===== config.mk =====
export PLATFORM = sky130hd
export DESIGN_NAME = axilrdarb
export DESIGN_NICKNAME = d
export VERILOG_FILES = /design/src/rtl/axilrdarb.sv
export SDC_FILE = /design/constraint.sdc
export NUM_CORES = 1
export LEC_CHECK = 0
export CORE_UTILIZATION = 41
export CTS_CLUSTER_DIAMETER = 100
export CTS_CLUSTER_SIZE = 28
export DETAILED_ROUTE_END_ITERATION = 8
export GPL_TIMING_DRIVEN = 0
export PLACE_DENSITY = 0.95
export SYNTH_ARGS = -nofsm -noshare
export SYNTH_HDL_FRONTEND = slang
export SYNTH_SLANG_ARGS = --single-unit

===== constraint.sdc =====
create_clock -name S_AXI_ACLK -period 6.5 [get_ports S_AXI_ACLK]
set_clock_uncertainty 0.15 [all_clocks]
set_input_delay 1.625 -clock S_AXI_ACLK [delete_from_list [all_inputs] [get_ports S_AXI_ACLK]]
set_output_delay 1.625 -clock S_AXI_ACLK [all_outputs]
set_load 0.005 [all_outputs]

===== src/rtl/axilrdarb.sv =====
// ---------------------------------------------------------------------------
// axilrdarb -- AXI4-lite read-channel arbiter
//
// Shares one AXI4-lite read port among NS read requesters. AR requests are
// granted round-robin and issued through a registered AR stage. An owner FIFO
// records the requester index of every issued read so that in-order R beats
// are routed back without IDs, allowing up to 2^LGFIFO reads in flight.
//
// Ports:
//   S_AXI_ACLK, S_AXI_ARESETN  clock, asynchronous active-low reset
//   S_AXIL_AR*                 NS packed requester AR channels (in)
//   S_AXIL_R*                  NS packed requester R channels (out)
//   M_AXIL_AR*                 shared registered AR channel (out)
//   M_AXIL_R*                  shared R channel (in)
// ---------------------------------------------------------------------------
module axilrdarb #(
    parameter int NS           = 2,
    parameter int AW           = 32,
    parameter int DW           = 32,
    parameter int LGFIFO       = 4,
    parameter bit OPT_LOWPOWER = 1'b1
) (
    input  logic               S_AXI_ACLK,
    input  logic               S_AXI_ARESETN,
    input  logic [NS-1:0]      S_AXIL_ARVALID,
    output logic [NS-1:0]      S_AXIL_ARREADY,
    input  logic [NS*AW-1:0]   S_AXIL_ARADDR,
    input  logic [NS*3-1:0]    S_AXIL_ARPROT,
    output logic [NS-1:0]      S_AXIL_RVALID,
    input  logic [NS-1:0]      S_AXIL_RREADY,
    output logic [NS*DW-1:0]   S_AXIL_RDATA,
    output logic [NS*2-1:0]    S_AXIL_RRESP,
    output logic               M_AXIL_ARVALID,
    input  logic               M_AXIL_ARREADY,
    output logic [AW-1:0]      M_AXIL_ARADDR,
    output logic [2:0]         M_AXIL_ARPROT,
    input  logic               M_AXIL_RVALID,
    output logic               M_AXIL_RREADY,
    input  logic [DW-1:0]      M_AXIL_RDATA,
    input  logic [1:0]         M_AXIL_RRESP
);

    localparam int LGNS  = (NS > 1) ? $clog2(NS) : 1;
    localparam int DEPTH = 1 << LGFIFO;

    // AR output stage
    logic              r_mvalid;
    logic [AW-1:0]     r_maddr;
    logic [2:0]        r_mprot;
    logic [LGNS-1:0]   r_last_grant;

    // Owner FIFO
    logic [LGNS-1:0]   r_owner [DEPTH];
    logic [LGFIFO-1:0] r_wptr;
    logic [LGFIFO-1:0] r_rptr;
    logic [LGFIFO:0]   r_count;

    logic [LGNS-1:0]   w_grant;
    logic [LGNS-1:0]   w_scan;
    logic              w_any;
    logic              w_full;
    logic              w_empty;
    logic              w_can_load;
    logic              w_push;
    logic              w_pop;
    logic [LGNS-1:0]   w_head;

    assign w_full  = (r_count == (LGFIFO+1)'(DEPTH));
    assign w_empty = (r_count == '0);
    assign w_head  = r_owner[r_rptr];

    // Reset gates the accept path so no requester sees ARREADY while in reset.
    assign w_can_load = S_AXI_ARESETN && (!r_mvalid || M_AXIL_ARREADY) && !w_full;
    assign w_push     = w_any && w_can_load;

    // Round-robin scan starting one past the last grant.
    always_comb begin
        w_grant = '0;
        w_any   = 1'b0;
        w_scan  = '0;
        for (int unsigned k = 1; k <= NS; k++) begin
            w_scan = LGNS'((32'(r_last_grant) + k) % NS);
            if (!w_any && S_AXIL_ARVALID[w_scan]) begin
                w_grant = w_scan;
                w_any   = 1'b1;
            end
        end
    end

    always_comb begin
        S_AXIL_ARREADY = '0;
        if (w_push)
            S_AXIL_ARREADY[w_grant] = 1'b1;
    end

    // Registered AR stage: reloads whenever the held request is gone or
    // leaving this cycle, which gives back-to-back issue.
    always_ff @(posedge S_AXI_ACLK or negedge S_AXI_ARESETN) begin
        if (!S_AXI_ARESETN) begin
            r_mvalid     <= 1'b0;
            r_maddr      <= '0;
            r_mprot      <= '0;
            r_last_grant <= LGNS'(NS - 1);
        end else begin
            if (w_push)
                r_last_grant <= w_grant;
            if (!r_mvalid || M_AXIL_ARREADY) begin
                r_mvalid <= w_push;
                if (w_push) begin
                    r_maddr <= S_AXIL_ARADDR[w_grant*AW +: AW];
                    r_mprot <= S_AXIL_ARPROT[w_grant*3 +: 3];
                end else if (OPT_LOWPOWER) begin
                    r_maddr <= '0;
                    r_mprot <= '0;
                end
            end
        end
    end

    assign M_AXIL_ARVALID = r_mvalid;
    assign M_AXIL_ARADDR  = r_maddr;
    assign M_AXIL_ARPROT  = r_mprot;

    // Owner FIFO bookkeeping; count covers the held AR as well as reads
    // already passed downstream.
    always_ff @(posedge S_AXI_ACLK or negedge S_AXI_ARESETN) begin
        if (!S_AXI_ARESETN) begin
            r_wptr  <= '0;
            r_rptr  <= '0;
            r_count <= '0;
        end else begin
            if (w_push)
                r_wptr <= r_wptr + 1'b1;
            if (w_pop)
                r_rptr <= r_rptr + 1'b1;
            case ({w_push, w_pop})
                2'b10:   r_count <= r_count + 1'b1;
                2'b01:   r_count <= r_count - 1'b1;
                default: r_count <= r_count;
            endcase
        end
    end

    always_ff @(posedge S_AXI_ACLK) begin
        if (w_push)
            r_owner[r_wptr] <= w_grant;
    end

    // R routing: a beat with no recorded owner is never acknowledged.
    assign M_AXIL_RREADY = !w_empty && S_AXIL_RREADY[w_head];
    assign w_pop         = M_AXIL_RVALID && M_AXIL_RREADY;

    always_comb begin
        S_AXIL_RVALID = '0;
        S_AXIL_RDATA  = '0;
        S_AXIL_RRESP  = '0;
        if (!OPT_LOWPOWER) begin
            for (int unsigned i = 0; i < NS; i++) begin
                S_AXIL_RDATA[i*DW +: DW] = M_AXIL_RDATA;
                S_AXIL_RRESP[i*2 +: 2]   = M_AXIL_RRESP;
            end
        end
        if (M_AXIL_RVALID && !w_empty) begin
            S_AXIL_RVALID[w_head] = 1'b1;
            if (OPT_LOWPOWER) begin
                S_AXIL_RDATA[w_head*DW +: DW] = M_AXIL_RDATA;
                S_AXIL_RRESP[w_head*2 +: 2]   = M_AXIL_RRESP;
            end
        end
    end

endmodule


==> results.yml <==
global_routing:
  antenna_found_initial: 0
  grt_max_degree: 28
  grt_pass1_vias: 3995
  grtUsageTotal: 0.2614
  grt_pass1_wl_um: 19440
  overflow: 0
power:
  internal-power_mw: 1.294
  power.switching_mw: 0.7492
  pwr-share-comb: 0.561
  ir_drop_v: 0.0001597
  p_per_area_nw_per_um2: 324.1
  swShare: 0.3667
  seqPwrFrac: 0.292
  power.leakage_nw: 2.764
  pwr-share-clk: 0.146
place:
  hpwl_um: 9858
  place_area_um2: 6133
  place.port_buffers: 220
  place.gp.congestion: 0.9455
timing:
  setup_viol: 0
  hold_viol: 0
  max_freq_mhz: 177.5
  fin_crit_sh: 0.8669
  drv_slew: 0
  worst_slew_pin_slew_ns: 0.7180
  fin_tns_setup_ns: 0
  min_period_ns: 5.635
  slew_headroom: 0.5213
  rsz0062_at_grt: "false"
critical_path:
  path_class: "input port to output pin"
  cp_max_fo: 10
  cp.arrival_ns: 3.86
  cp.required_ns: 4.72
  critPathLaunchType: "input port"
  r2r_start: "r_rptr[0]$_DFFE_PN0P_"
  rrSetupSlack_ns: 3.02
  end_kind: "output pin"
  rr_worst_depth: 14
  timing.rr.end: "r_count[4]$_DFFE_PN0P_"
cells_and_area:
  area_growth_pct: 66.71
  layout-drive-gt1-share: 0.06396
  fin_area_um2: 6304
  fin_nets: 758
  fillerInstances: 623
  num_antenna_cells: 0
yosys:
  ys.flop_type: "dfrtp_1"
  async_flop_share: 0.7576
  yosysMostFrequentCell: "nand2_1"
  synth.largest_area_cell: "dfrtp_1"
  ys_types: 37
  synth-warning-count: 0
  yosys-top-cells-area: "dfrtp_1 32%, edfxtp_1 13%, mux2i_1 11%"
  synth_top_cell_area_share: 0.3243
  syn-cell-area_um2: 3781
  yosysSeqAreaShare: 0.4583
  synthesis.instances: 404
  synth_commonest_cells: "75 x nand2_1, 49 x dfrtp_1, 41 x and3_1, 41 x mux2i_1, 39 x nor2_1"
  avgSynthCellArea_um2: 9.359
  syn_nets: 526
  synth-seq-cells: 66
  synth_edf_count: 16
hold_path:
  hold_path.class: "flip-flop to flip-flop"
  hold_depth: 2
  whs_endpoint: "M_AXIL_ARADDR[26]$_DFFE_PN0N_"
  min_from: "M_AXIL_ARADDR[26]$_DFFE_PN0N_"
outcome:
  status: "complete, but fails checks"
  violations: "design-rule violations"
clocking:
  clock_latency_ns: 0.34
  path_clk_slew_ns: 0.06
  cts_root_buf: "clkbuf_8"
  numCtsBuffers: 9
  cts.sinks: 66
  cts_max_level: 3
  cts.path.max_buffers: 2
  cts_resized: 0
  ctsHoldBuffers: 0
  cts_setup_buffers: 0
  cts_tree: "done"
floorplanning:
  core_area_um2: 8806
  chipHeight_um: 98.03
  dieArea_um2: 9610
  ioPinCount: 221
  die_w_um: 98.03
  start_util: 0.4294
  rows: 34
detailed_routing:
  drcViolationCount: 18
  drt-wirelength-per-cell_um: 16.65
  vias: 3831
  routed_wl_um: 12470
  dr.pass1.iters: 8
  drtIter0Drc: 161
  drtAntennaViolNets: 0
  vias_per_cell: 5.115
run:
  drv_cap: 0
-- layer usage --
layer  up-vias  part of all wire  track usage
met5         -                 0            0
met4         0             0.032       0.1259
met3        30             0.093      0.05798
met2       199              0.52       0.4902
met1      1767              0.36       0.2750
li1       1835                 -            -
-- layout by cell type (no fill, tap or decap), drive strengths merged --
master	Yosys	layout
xnor2	6	6
inv	8	9
buf	15	17
clkbuf	16	27
o21a	1	1
edfxtp	16	16
nor4	1	1
and3	41	41
mux2	3	3
nand3	4	4
clkinv	1	4
a21boi	1	1
xor2	4	4
a21o	2	2
nor2b	3	3
a21oi	2	2
o21ai	41	41
nor3b	1	1
nand2b	1	1
nand2	75	75
mux4	4	4
mux2i	41	41
dfrtp	49	49
clkdlybuf4s50	0	219
nor3	2	2
nor2	39	39
and2	13	13
clkinvlp	0	1
ha	9	9
nand4	1	1
a211o	1	1
dfstp	1	1
fa	1	1
or4	1	1
-- flip-flops by register name, summed over array words and instances (netlist names) --
register        count
r_last_grant        1
r_wptr              4
M_AXIL_ARVALID      1
M_AXIL_ARADDR      32
M_AXIL_ARPROT       3
r_count             5
r_rptr              4
r_owner            16
-- worst max-delay path by stage --
| stage | start | endpoint | slack [ns] | cells after the start |
|---|---|---|---|---|
| 2_1_floorplan | M_AXIL_ARREADY | S_AXIL_ARREADY[0] | 2.08 | 6 |
| 3_3_place_gp | S_AXI_ARESETN | S_AXIL_ARREADY[0] | -0.76 | 7 |
| 3_5_place_dp | M_AXIL_ARREADY | S_AXIL_ARREADY[0] | 0.85 | 8 |
| 4_1_cts | M_AXIL_ARREADY | S_AXIL_ARREADY[0] | 0.85 | 8 |
| 5_1_grt | M_AXIL_ARREADY | S_AXIL_ARREADY[0] | 0.70 | 8 |
| 6_report | M_AXIL_ARREADY | S_AXIL_ARREADY[0] | 0.86 | 8 |
-- power groups by stage --
stage / Combinational [mW] / Sequential [mW] / Clock (mW)
global placement: 1.11 / 0.594 / 0
CTS: 1.15 / 0.596 / 0.304
global route: 1.25 / 0.607 / 0.323
detailed placement: 1.15 / 0.600 / 0
floorplan: 0.583 / 0.585 / 0
finish: 1.15 / 0.597 / 0.299
-- critical path, stage by stage --
cell and delay, ns:
clkdlybuf4s50_1 0.44, nor2b_1 0.12, clkbuf_1 0.34, a211o_1 0.16, clkbuf_1 0.31, buf_2 0.33, nor2_1 0.08, clkdlybuf4s50_1 0.46
-- stage by stage --
step	std cells	setup slack, ns	utilization	power (mW)	hold WS [ns]
global route	749	0.6969	0.7158	2.182	0.3567
detailed placement	733	0.8508	0.6965	1.749	0.3254
CTS	749	0.8479	0.7158	2.054	0.3402
floorplan	404	2.075	-	1.169	0.3293
finish	749	0.8650	0.7158	2.043	0.3337
global placement	732	-0.7630	0.6948	1.705	0.3155
-- cell type report --
type | count | area, um2 | area share
repair buffers | 221 | 2217 | 0.3517
multi-input cells | 298 | 1868 | 0.2963
flip-flops and latches | 66 | 1733 | 0.2749
plain buffers | 31 | 145.1 | 0.02302
clock buffers | 11 | 141.4 | 0.02243
well taps | 108 | 135.1 | 0.02144
inverters | 9 | 35.03 | 0.005558
clock inverters | 5 | 28.78 | 0.004565
-- logic make-up after synthesis --
group                      synth area share
and+or+nand+nor                      0.2244
DFF                                  0.4583
AOI/OAI and AO/OA                   0.06718
muxes                                0.1443
buffers and inverters               0.04765
xor gates and xnor gates            0.02316
adders and majority gates           0.03508
No activity file was read; power rests on OpenSTA's default activity.
